`config.mk`:
```
export PLATFORM = sky130hd
export DESIGN_NAME = mem_model_resp_fifo
export DESIGN_NICKNAME = d
export VERILOG_FILES = /design/src/rtl/mem_backup_model_pkg.sv /design/src/rtl/mem_model_resp_fifo.sv
export SDC_FILE = /design/constraint.sdc
export NUM_CORES = 1
export LEC_CHECK = 0
export ABC_AREA = 1
export BUFFER_PORTS_ARGS = -buffer_cell sky130_fd_sc_hd__clkbuf_2
export CAP_MARGIN = 20
export CORE_ASPECT_RATIO = 0.9
export CORE_MARGIN = 2
export CORE_UTILIZATION = 59
export DETAILED_ROUTE_END_ITERATION = 10
export PLACE_DENSITY = 0.87
export SYNTH_ARGS = -nofsm -noshare
export SYNTH_HDL_FRONTEND = slang
export SYNTH_SLANG_ARGS = --single-unit
```
`constraint.sdc`:
```
create_clock -name clk -period 1.67 [get_ports clk]
set_input_delay 0.0835 -clock clk [delete_from_list [all_inputs] [get_ports clk]]
set_output_delay 0.0835 -clock clk [all_outputs]
set_load 0.1 [all_outputs]
```
`src/rtl/mem_backup_model_pkg.sv`:
```
// Shared types and width helpers for the harness backup-memory model.
// Widths never drop below 1 bit so single-entry geometries stay legal.
package mem_model_pkg;

    typedef enum logic [1:0] {
        MM_IDLE  = 2'd0,
        MM_WRITE = 2'd1,
        MM_READ  = 2'd2
    } mm_state_e;

    function automatic int unsigned idx_bits(input int unsigned n);
        return (n > 1) ? $clog2(n) : 1;
    endfunction

    function automatic int unsigned beat_bits(input int unsigned beats);
        return idx_bits(beats);
    endfunction

    function automatic int unsigned line_bits(input int unsigned lines);
        return idx_bits(lines);
    endfunction

    function automatic int unsigned count_bits(input int unsigned depth);
        return $clog2(depth + 1);
    endfunction

endpackage

```
`src/rtl/mem_model_resp_fifo.sv`:
```
// Response FIFO with registered occupancy; the pushed entry becomes visible
// one cycle later, never in the same cycle.
module mem_model_resp_fifo import mem_model_pkg::*; #(
    parameter int WIDTH = 8,
    parameter int DEPTH = 8
) (
    input  logic                          clk,
    input  logic                          reset_n,
    input  logic                          push,
    input  logic [WIDTH-1:0]              push_data,
    input  logic                          pop,
    output logic [WIDTH-1:0]              pop_data,
    output logic [count_bits(DEPTH)-1:0]  count
);
    localparam int PTR_W = idx_bits(DEPTH);
    localparam int CNT_W = count_bits(DEPTH);

    logic [WIDTH-1:0] mem [DEPTH];
    logic [PTR_W-1:0] wr_ptr;
    logic [PTR_W-1:0] rd_ptr;

    function automatic logic [PTR_W-1:0] next_ptr(input logic [PTR_W-1:0] p);
        return (p == PTR_W'(DEPTH - 1)) ? '0 : p + 1'b1;
    endfunction

    always_ff @(posedge clk or negedge reset_n) begin
        if (!reset_n) begin
            wr_ptr <= '0;
            rd_ptr <= '0;
            count  <= '0;
        end else begin
            if (push) wr_ptr <= next_ptr(wr_ptr);
            if (pop)  rd_ptr <= next_ptr(rd_ptr);
            count <= count + CNT_W'(push) - CNT_W'(pop);
        end
    end

    always_ff @(posedge clk) begin
        if (push) mem[wr_ptr] <= push_data;
    end

    assign pop_data = mem[rd_ptr];

endmodule

```
### Word-level counts from Yosys, hierarchy flattened

Memory sizes are Yosys's and may differ from the RTL's.
Index checks and enable logic that the tools add are counted.

| storage, ports and cells | value |
|---|---|
| input bits | 12 |
| word-level logic and storage cells | 14 |
| latch bits | 0 |
| memory bits (read-only) | 0 |
| register bits after elaboration | 10 |
| RAM bits | 64 |
| memories kept | 1 |

| cells by class | value |
|---|---|
| bitwise logic cells | 0 |
| reductions and logical operators | 0 |
| magnitude comparators | 0 |
| muxes and demuxes | 4 |
| eq/ne operators | 2 |
| shifts and indexed selects | 0 |
| div/mod/pow operators | 0 |
| add/sub/neg operators | 4 |
| multipliers | 0 |

Memory list:

| memory | depth | bits a word | read ports | clocked after Yosys merged registers in | write ports | RTL line | text |
|---|---|---|---|---|---|---|---|
| mem | 8 | 8 | 1 | 0 | 1 | mem_model_resp_fifo.sv:18 | `logic [WIDTH-1:0] mem [DEPTH];` |

Operators by type and width:

| kind | number |
|---|---|
| adder 3 x 1 -> 3 bit (second input constant) | 2 |
| equality test 3 bit (second input constant) | 2 |
| two-way mux 3 bit | 2 |
| adder 4 x 1 -> 4 bit | 1 |
| subtractor 4 x 1 -> 4 bit | 1 |
| two-way mux 1 bit | 2 |

### Longest topological paths before layout

| logic depth | value |
|---|---|
| depth in word-level cells | 2 |
| depth in mapped cells | 8 |
| gate-level depth less buffers | 7 |

### Worst setup path before layout

Ideal clock, no wire load.

| timing path | value |
|---|---|
| path type | reg-to-reg |
| from | reg count[0] |
| to | reg count[2] |
| arrival | 2.021 ns |
| period minus slack after synthesis | 2.144 ns |
| buffers on the path | 0 |
| setup slack | -0.474 ns |
| stages on the path, launching flop included | 7 |
| library setup time | 0.123 ns |
| cells stage by stage | dfrtp_1 -> inv_1 -> ha_1 -> inv_1 -> ha_1 -> fa_1 -> xor2_1 |

| on the way | value |
|---|---|
| cells in the longest elaborated chain, start to end | 2 |

RTL lines:

| item | RTL line | text |
|---|---|---|
| start, declared | mem_model_resp_fifo.sv:13 | `output logic [count_bits(DEPTH)-1:0] count` |
| start signal, assigned | mem_model_resp_fifo.sv:34 | `count <= count + CNT_W'(push) - CNT_W'(pop);` |
| adder 4 x 1 -> 4 bit | mem_model_resp_fifo.sv:34 |  |
| subtractor 4 x 1 -> 4 bit | mem_model_resp_fifo.sv:34 |  |

No other way between the ends.
A chain may end at the register's enable or synchronous reset.

### Worst setup path after layout

| timing path | value |
|---|---|
| from | reg rd_ptr[0] |
| to | out pop_data[5] |

| on the way | value |
|---|---|
| cells in the longest elaborated chain, start to end | 1 |

RTL lines:

| item | RTL line | text |
|---|---|---|
| start, declared | mem_model_resp_fifo.sv:20 | `logic [PTR_W-1:0] rd_ptr;` |
| start signal, assigned | mem_model_resp_fifo.sv:33 | `if (pop) rd_ptr <= next_ptr(rd_ptr);` |
| memory read (8 x 8 bit) | -- |  |
| end, declared | mem_model_resp_fifo.sv:12 | `output logic [WIDTH-1:0] pop_data,` |

No other way between the ends.

==> impl_metrics.prom <==
# TYPE chip_impl_metric gauge
chip_impl_metric{name="synth_seq_area_share",unit="%"} 64.13
chip_impl_info{name="critical-path-top-delay-family",value="flip-flops"} 1
chip_impl_metric{name="numClockSinks",unit=""} 74
chip_impl_metric{name="synth_area",unit="sq um"} 3387
chip_impl_metric{name="die-area",unit="sq um"} 6364
chip_impl_info{name="critical_path_class",value="register to output pin"} 1
chip_impl_metric{name="clock_path_buffers",unit=""} 2
chip_impl_metric{name="place.port_buffers",unit=""} 23
chip_impl_metric{name="floorplan.die.width",unit="um"} 83.87
chip_impl_metric{name="finalCritPeriodShare",unit="%"} 104.3
chip_impl_metric{name="finalClockSkew",unit="ns"} 0.007372
chip_impl_metric{name="detail_placement_hpwl",unit="um"} 4561
chip_impl_metric{name="die_height",unit="um"} 75.88
chip_impl_info{name="tritoncts",value="yes"} 1
chip_impl_info{name="outcome",value="finished, violations left"} 1
chip_impl_metric{name="weighted_congestion_reported_at_the_end_of_routability_driven_placement",unit=""} 0.8476
chip_impl_info{name="critPathCaptureType",value="output pin"} 1
chip_impl_metric{name="post_synth_num_cell_types",unit=""} 18
chip_impl_metric{name="grt_pass1_wl",unit="um"} 11000
chip_impl_metric{name="timing_max_transition_violations_final",unit=""} 0
chip_impl_metric{name="layout.nets",unit=""} 404
chip_impl_metric{name="power.leakage",unit="nW"} 1.904
chip_impl_metric{name="ys_ff_latch",unit=""} 74
chip_impl_info{name="kind_of_path_behind_the_tightest_hold_check",value="input port to register"} 1
chip_impl_info{name="clock_tree_root_driver_cell",value="sky130_fd_sc_hd__clkbuf_8"} 1
chip_impl_metric{name="globalRouteTotalUtil",unit="%"} 23.65
chip_impl_metric{name="flow.area_growth_from_synthesis",unit="%"} 19.69
chip_impl_metric{name="worst-slew-pin-transition",unit="ns"} 0.5550
chip_impl_metric{name="largest_net_degree_at_the_start_of_global_routing",unit=""} 35
chip_impl_metric{name="timing.final.setup_violations",unit=""} 8
chip_impl_metric{name="timing.critical_path.required",unit="ns"} 1.59
chip_impl_metric{name="placed_cell_area",unit="sq um"} 3736
chip_impl_metric{name="coreArea",unit="sq um"} 5595
chip_impl_metric{name="cts_made_buffers",unit=""} 9
chip_impl_metric{name="detail_route.first_pass.iterations",unit=""} 4
chip_impl_metric{name="overflow",unit=""} 0
chip_impl_metric{name="critPathMaxFanout",unit=""} 12
chip_impl_metric{name="max_freq",unit="MHz"} 573.9
chip_impl_metric{name="cp_num_buf_inv",unit=""} 2
chip_impl_metric{name="routed_wire_length_per_instance",unit="um"} 16.31
chip_impl_metric{name="placementRows",unit=""} 26
chip_impl_metric{name="route.detailed.drc",unit=""} 0
chip_impl_metric{name="synth_cells",unit=""} 339
chip_impl_metric{name="worst_setup_hold_path_clk_slew",unit="ns"} 0.08
chip_impl_info{name="crit_path_top_delay_cell",value="sky130_fd_sc_hd__dfrtp_2"} 1
chip_impl_metric{name="worst_skew_pair.late_latency",unit="ns"} 0.34
chip_impl_metric{name="place.detailed.instances",unit=""} 437
chip_impl_metric{name="cp_data_arrival_time",unit="ns"} 1.66
chip_impl_metric{name="min_period",unit="ns"} 1.742
chip_impl_metric{name="hold_slack",unit="ns"} 0.01762
chip_impl_metric{name="number_of_antenna_violations_at_the_first_check_in_global_routing",unit=""} 0
chip_impl_metric{name="start_util",unit="%"} 60.53
chip_impl_metric{name="htree_levels",unit=""} 3
chip_impl_metric{name="layout-drive-gt1-share",unit="%"} 21.39
chip_impl_metric{name="vias_per_cell",unit=""} 5.310
chip_impl_metric{name="stdcell_count",unit=""} 458
chip_impl_info{name="rsz0062_at_grt",value="yes"} 1
chip_impl_metric{name="critical_path.max_stage_delay",unit="ns"} 0.49
chip_impl_metric{name="routed-via-count",unit=""} 2432
chip_impl_metric{name="grt_pass1_vias",unit=""} 2323
chip_impl_info{name="failing_checks",value="setup timing"} 1
chip_impl_metric{name="final_routed_wirelength",unit="um"} 7471
chip_impl_metric{name="hold_viol_final",unit=""} 0
chip_impl_metric{name="detail_route.iter0.violations",unit=""} 213
chip_impl_metric{name="num_antenna_cells",unit=""} 0
chip_impl_metric{name="avgSynthCellArea",unit="sq um"} 9.991
chip_impl_info{name="critPathMostFrequentCell",value="sky130_fd_sc_hd__nand2_1"} 1
chip_impl_metric{name="route.antenna.remaining_nets",unit=""} 0
chip_impl_info{name="critical_path.cell_chain",value="buf_6, nand2_1, nand3_2, nand2_1, nand2_1, nand2_2, buf_12"} 1
chip_impl_info{name="start_kind",value="register"} 1
chip_impl_metric{name="power_density_over_the_cells",unit="nW/um^2"} 1998
chip_impl_metric{name="number_of_max_cap_violations",unit=""} 0
chip_impl_metric{name="postLayoutCellArea",unit="sq um"} 4054
chip_impl_metric{name="layout.filler_cells",unit=""} 342
chip_impl_metric{name="synth-warning-count",unit=""} 0
chip_impl_metric{name="syn-num-nets",unit=""} 360
chip_impl_metric{name="timing.slew.headroom",unit="%"} 63.16
chip_impl_metric{name="final.setup.worst_slack",unit="ns"} -0.07236
chip_impl_metric{name="irDropWorstVdd",unit="uV"} 1253
chip_impl_metric{name="io_pins",unit=""} 24
cell type report:
type	instances	area, sq um	share of cell area (%)
timing repair inverter	2	25.02	0.6173
multi-input combinational	177	868.3	21.42
timing repair buffer	42	395.4	9.753
clock inverter	7	70.07	1.728
sequential	74	2180	53.77
inverter	77	304.0	7.500
tap	70	87.58	2.160
clock buffer	9	123.9	3.056
metrics by stage:
stage                TNS, ns  util [%]  worst slack [ns]  total power, W
floorplan           -0.06356         -          -0.06356        0.005314
global placement           0     66.77            0.1604        0.006416
detailed placement         0     66.77           0.09548        0.006538
CTS                 -0.06702     71.02          -0.03871        0.007964
global route          -1.030     72.45           -0.1449        0.008465
finish               -0.4187     72.45          -0.07236        0.008100
registers in the layout (all words and copies together) (netlist names):
register and flops:
mem 64, count 4, wr_ptr 3, rd_ptr 3
synth_stat cells:
library cell | instances | area (sq um)
sky130_fd_sc_hd__dfrtp_1 | 10 | 250.2
sky130_fd_sc_hd__buf_6 | 6 | 67.56
sky130_fd_sc_hd__buf_2 | 1 | 5.000
sky130_fd_sc_hd__a21oi_1 | 1 | 5.000
sky130_fd_sc_hd__nor2_1 | 8 | 30.03
sky130_fd_sc_hd__nand3_1 | 37 | 185.2
sky130_fd_sc_hd__inv_1 | 74 | 277.8
sky130_fd_sc_hd__inv_2 | 1 | 3.750
sky130_fd_sc_hd__nand2_1 | 113 | 424.2
sky130_fd_sc_hd__xor2_1 | 2 | 17.52
sky130_fd_sc_hd__fa_1 | 1 | 20.02
sky130_fd_sc_hd__ha_1 | 8 | 100.1
sky130_fd_sc_hd__buf_4 | 4 | 30.03
sky130_fd_sc_hd__xnor2_1 | 1 | 8.760
sky130_fd_sc_hd__edfxtp_1 | 64 | 1922
sky130_fd_sc_hd__inv_4 | 1 | 6.260
sky130_fd_sc_hd__o21ai_0 | 6 | 30.03
sky130_fd_sc_hd__clkinv_1 | 1 | 3.750
power by group:
| group | switching, W | internal, W | leakage, nW | total, W |
|---|---|---|---|---|
| Sequential | 0.000155 | 0.00233 | 0.698 | 0.00248 |
| Clock | 0.000656 | 0.000684 | 0.0889 | 0.00134 |
| Combinational | 0.00297 | 0.00131 | 1.12 | 0.00428 |
logic make-up (layout without fill, tap and decap cells):
kind of cell | Yosys count | after routing | share of synthesized area (%)
buffers and inverters | 88 | 137 | 11.64
AND/OR/NAND/NOR | 158 | 158 | 18.88
adder cells (fa/ha/maj) | 9 | 9 | 3.547
AO/OA/AOI/OAI | 7 | 7 | 1.034
XOR/XNOR | 3 | 3 | 0.7759
flip-flops | 74 | 74 | 64.13
worst reg2reg max path, stage by stage (launching register included):
cell and delay (ns):
sky130_fd_sc_hd__dfrtp_4 0.49, sky130_fd_sc_hd__inv_2 0.06, sky130_fd_sc_hd__ha_1 0.22, sky130_fd_sc_hd__inv_1 0.08, sky130_fd_sc_hd__ha_2 0.20, sky130_fd_sc_hd__fa_2 0.42
layer usage:
layer  vias to the layer above  track usage [%]  share of wire [%]
li1                       1147                -                  -
met3                        18            5.200                8.8
met4                         0            15.41                1.9
met5                         -                0                  0
met2                       121            41.78                 53
met1                      1146            26.82                 37
path summary, 6_finish.rpt:
| check | cells past startpoint | slack (ns) | startpoint | to |
|---|---|---|---|---|
| max in group asynchronous | 2 | 1.27 | reset_n | count[0]$_DFF_PN0_ |
| hold / removal | 1 | 0.02 | push_data[0] | mem[4][0]$_DFFE_PP_ |
| setup reg to reg | 5 | 0.08 | count[0]$_DFF_PN0_ | count[1]$_DFF_PN0_ |
| min in group asynchronous | 2 | 0.17 | reset_n | count[0]$_DFF_PN0_ |
| hold reg to reg | 2 | 0.60 | count[3]$_DFF_PN0_ | count[3]$_DFF_PN0_ |
| setup / recovery | 7 | -0.07 | rd_ptr[0]$_DFFE_PN0P_ | pop_data[5] |
repair_timing:
action / in CTS / in global routing
pin swaps: 1 / 6
gates cloned: 0 / 2
hold buffers: 1 / 0
setup endpoints to repair: 8 / 9
endpoints found under the hold margin: 10 / 0
buffers inserted: 0 / 2
resized for setup: 12 / 16
layout by cell type (no fill, tap or decap), types with 2 or more instances in the layout:
| master | synthesis | layout |
|---|---|---|
| sky130_fd_sc_hd__buf_12 | 0 | 8 |
| sky130_fd_sc_hd__dfrtp_2 | 0 | 3 |
| sky130_fd_sc_hd__nand2_1 | 113 | 98 |
| sky130_fd_sc_hd__xor2_1 | 2 | 2 |
| sky130_fd_sc_hd__clkinv_8 | 0 | 2 |
| sky130_fd_sc_hd__dfrtp_1 | 10 | 6 |
| sky130_fd_sc_hd__clkbuf_8 | 0 | 9 |
| sky130_fd_sc_hd__nand2_2 | 0 | 15 |
| sky130_fd_sc_hd__nor2_1 | 8 | 8 |
| sky130_fd_sc_hd__clkinvlp_4 | 0 | 3 |
| sky130_fd_sc_hd__clkbuf_2 | 0 | 15 |
| sky130_fd_sc_hd__buf_6 | 6 | 2 |
| sky130_fd_sc_hd__buf_4 | 4 | 15 |
| sky130_fd_sc_hd__o21ai_0 | 6 | 6 |
| sky130_fd_sc_hd__nand3_1 | 37 | 36 |
| sky130_fd_sc_hd__clkinv_1 | 1 | 2 |
| sky130_fd_sc_hd__ha_1 | 8 | 7 |
| sky130_fd_sc_hd__inv_1 | 74 | 73 |
| sky130_fd_sc_hd__edfxtp_1 | 64 | 64 |
Power figures use the tool's default switching activity.
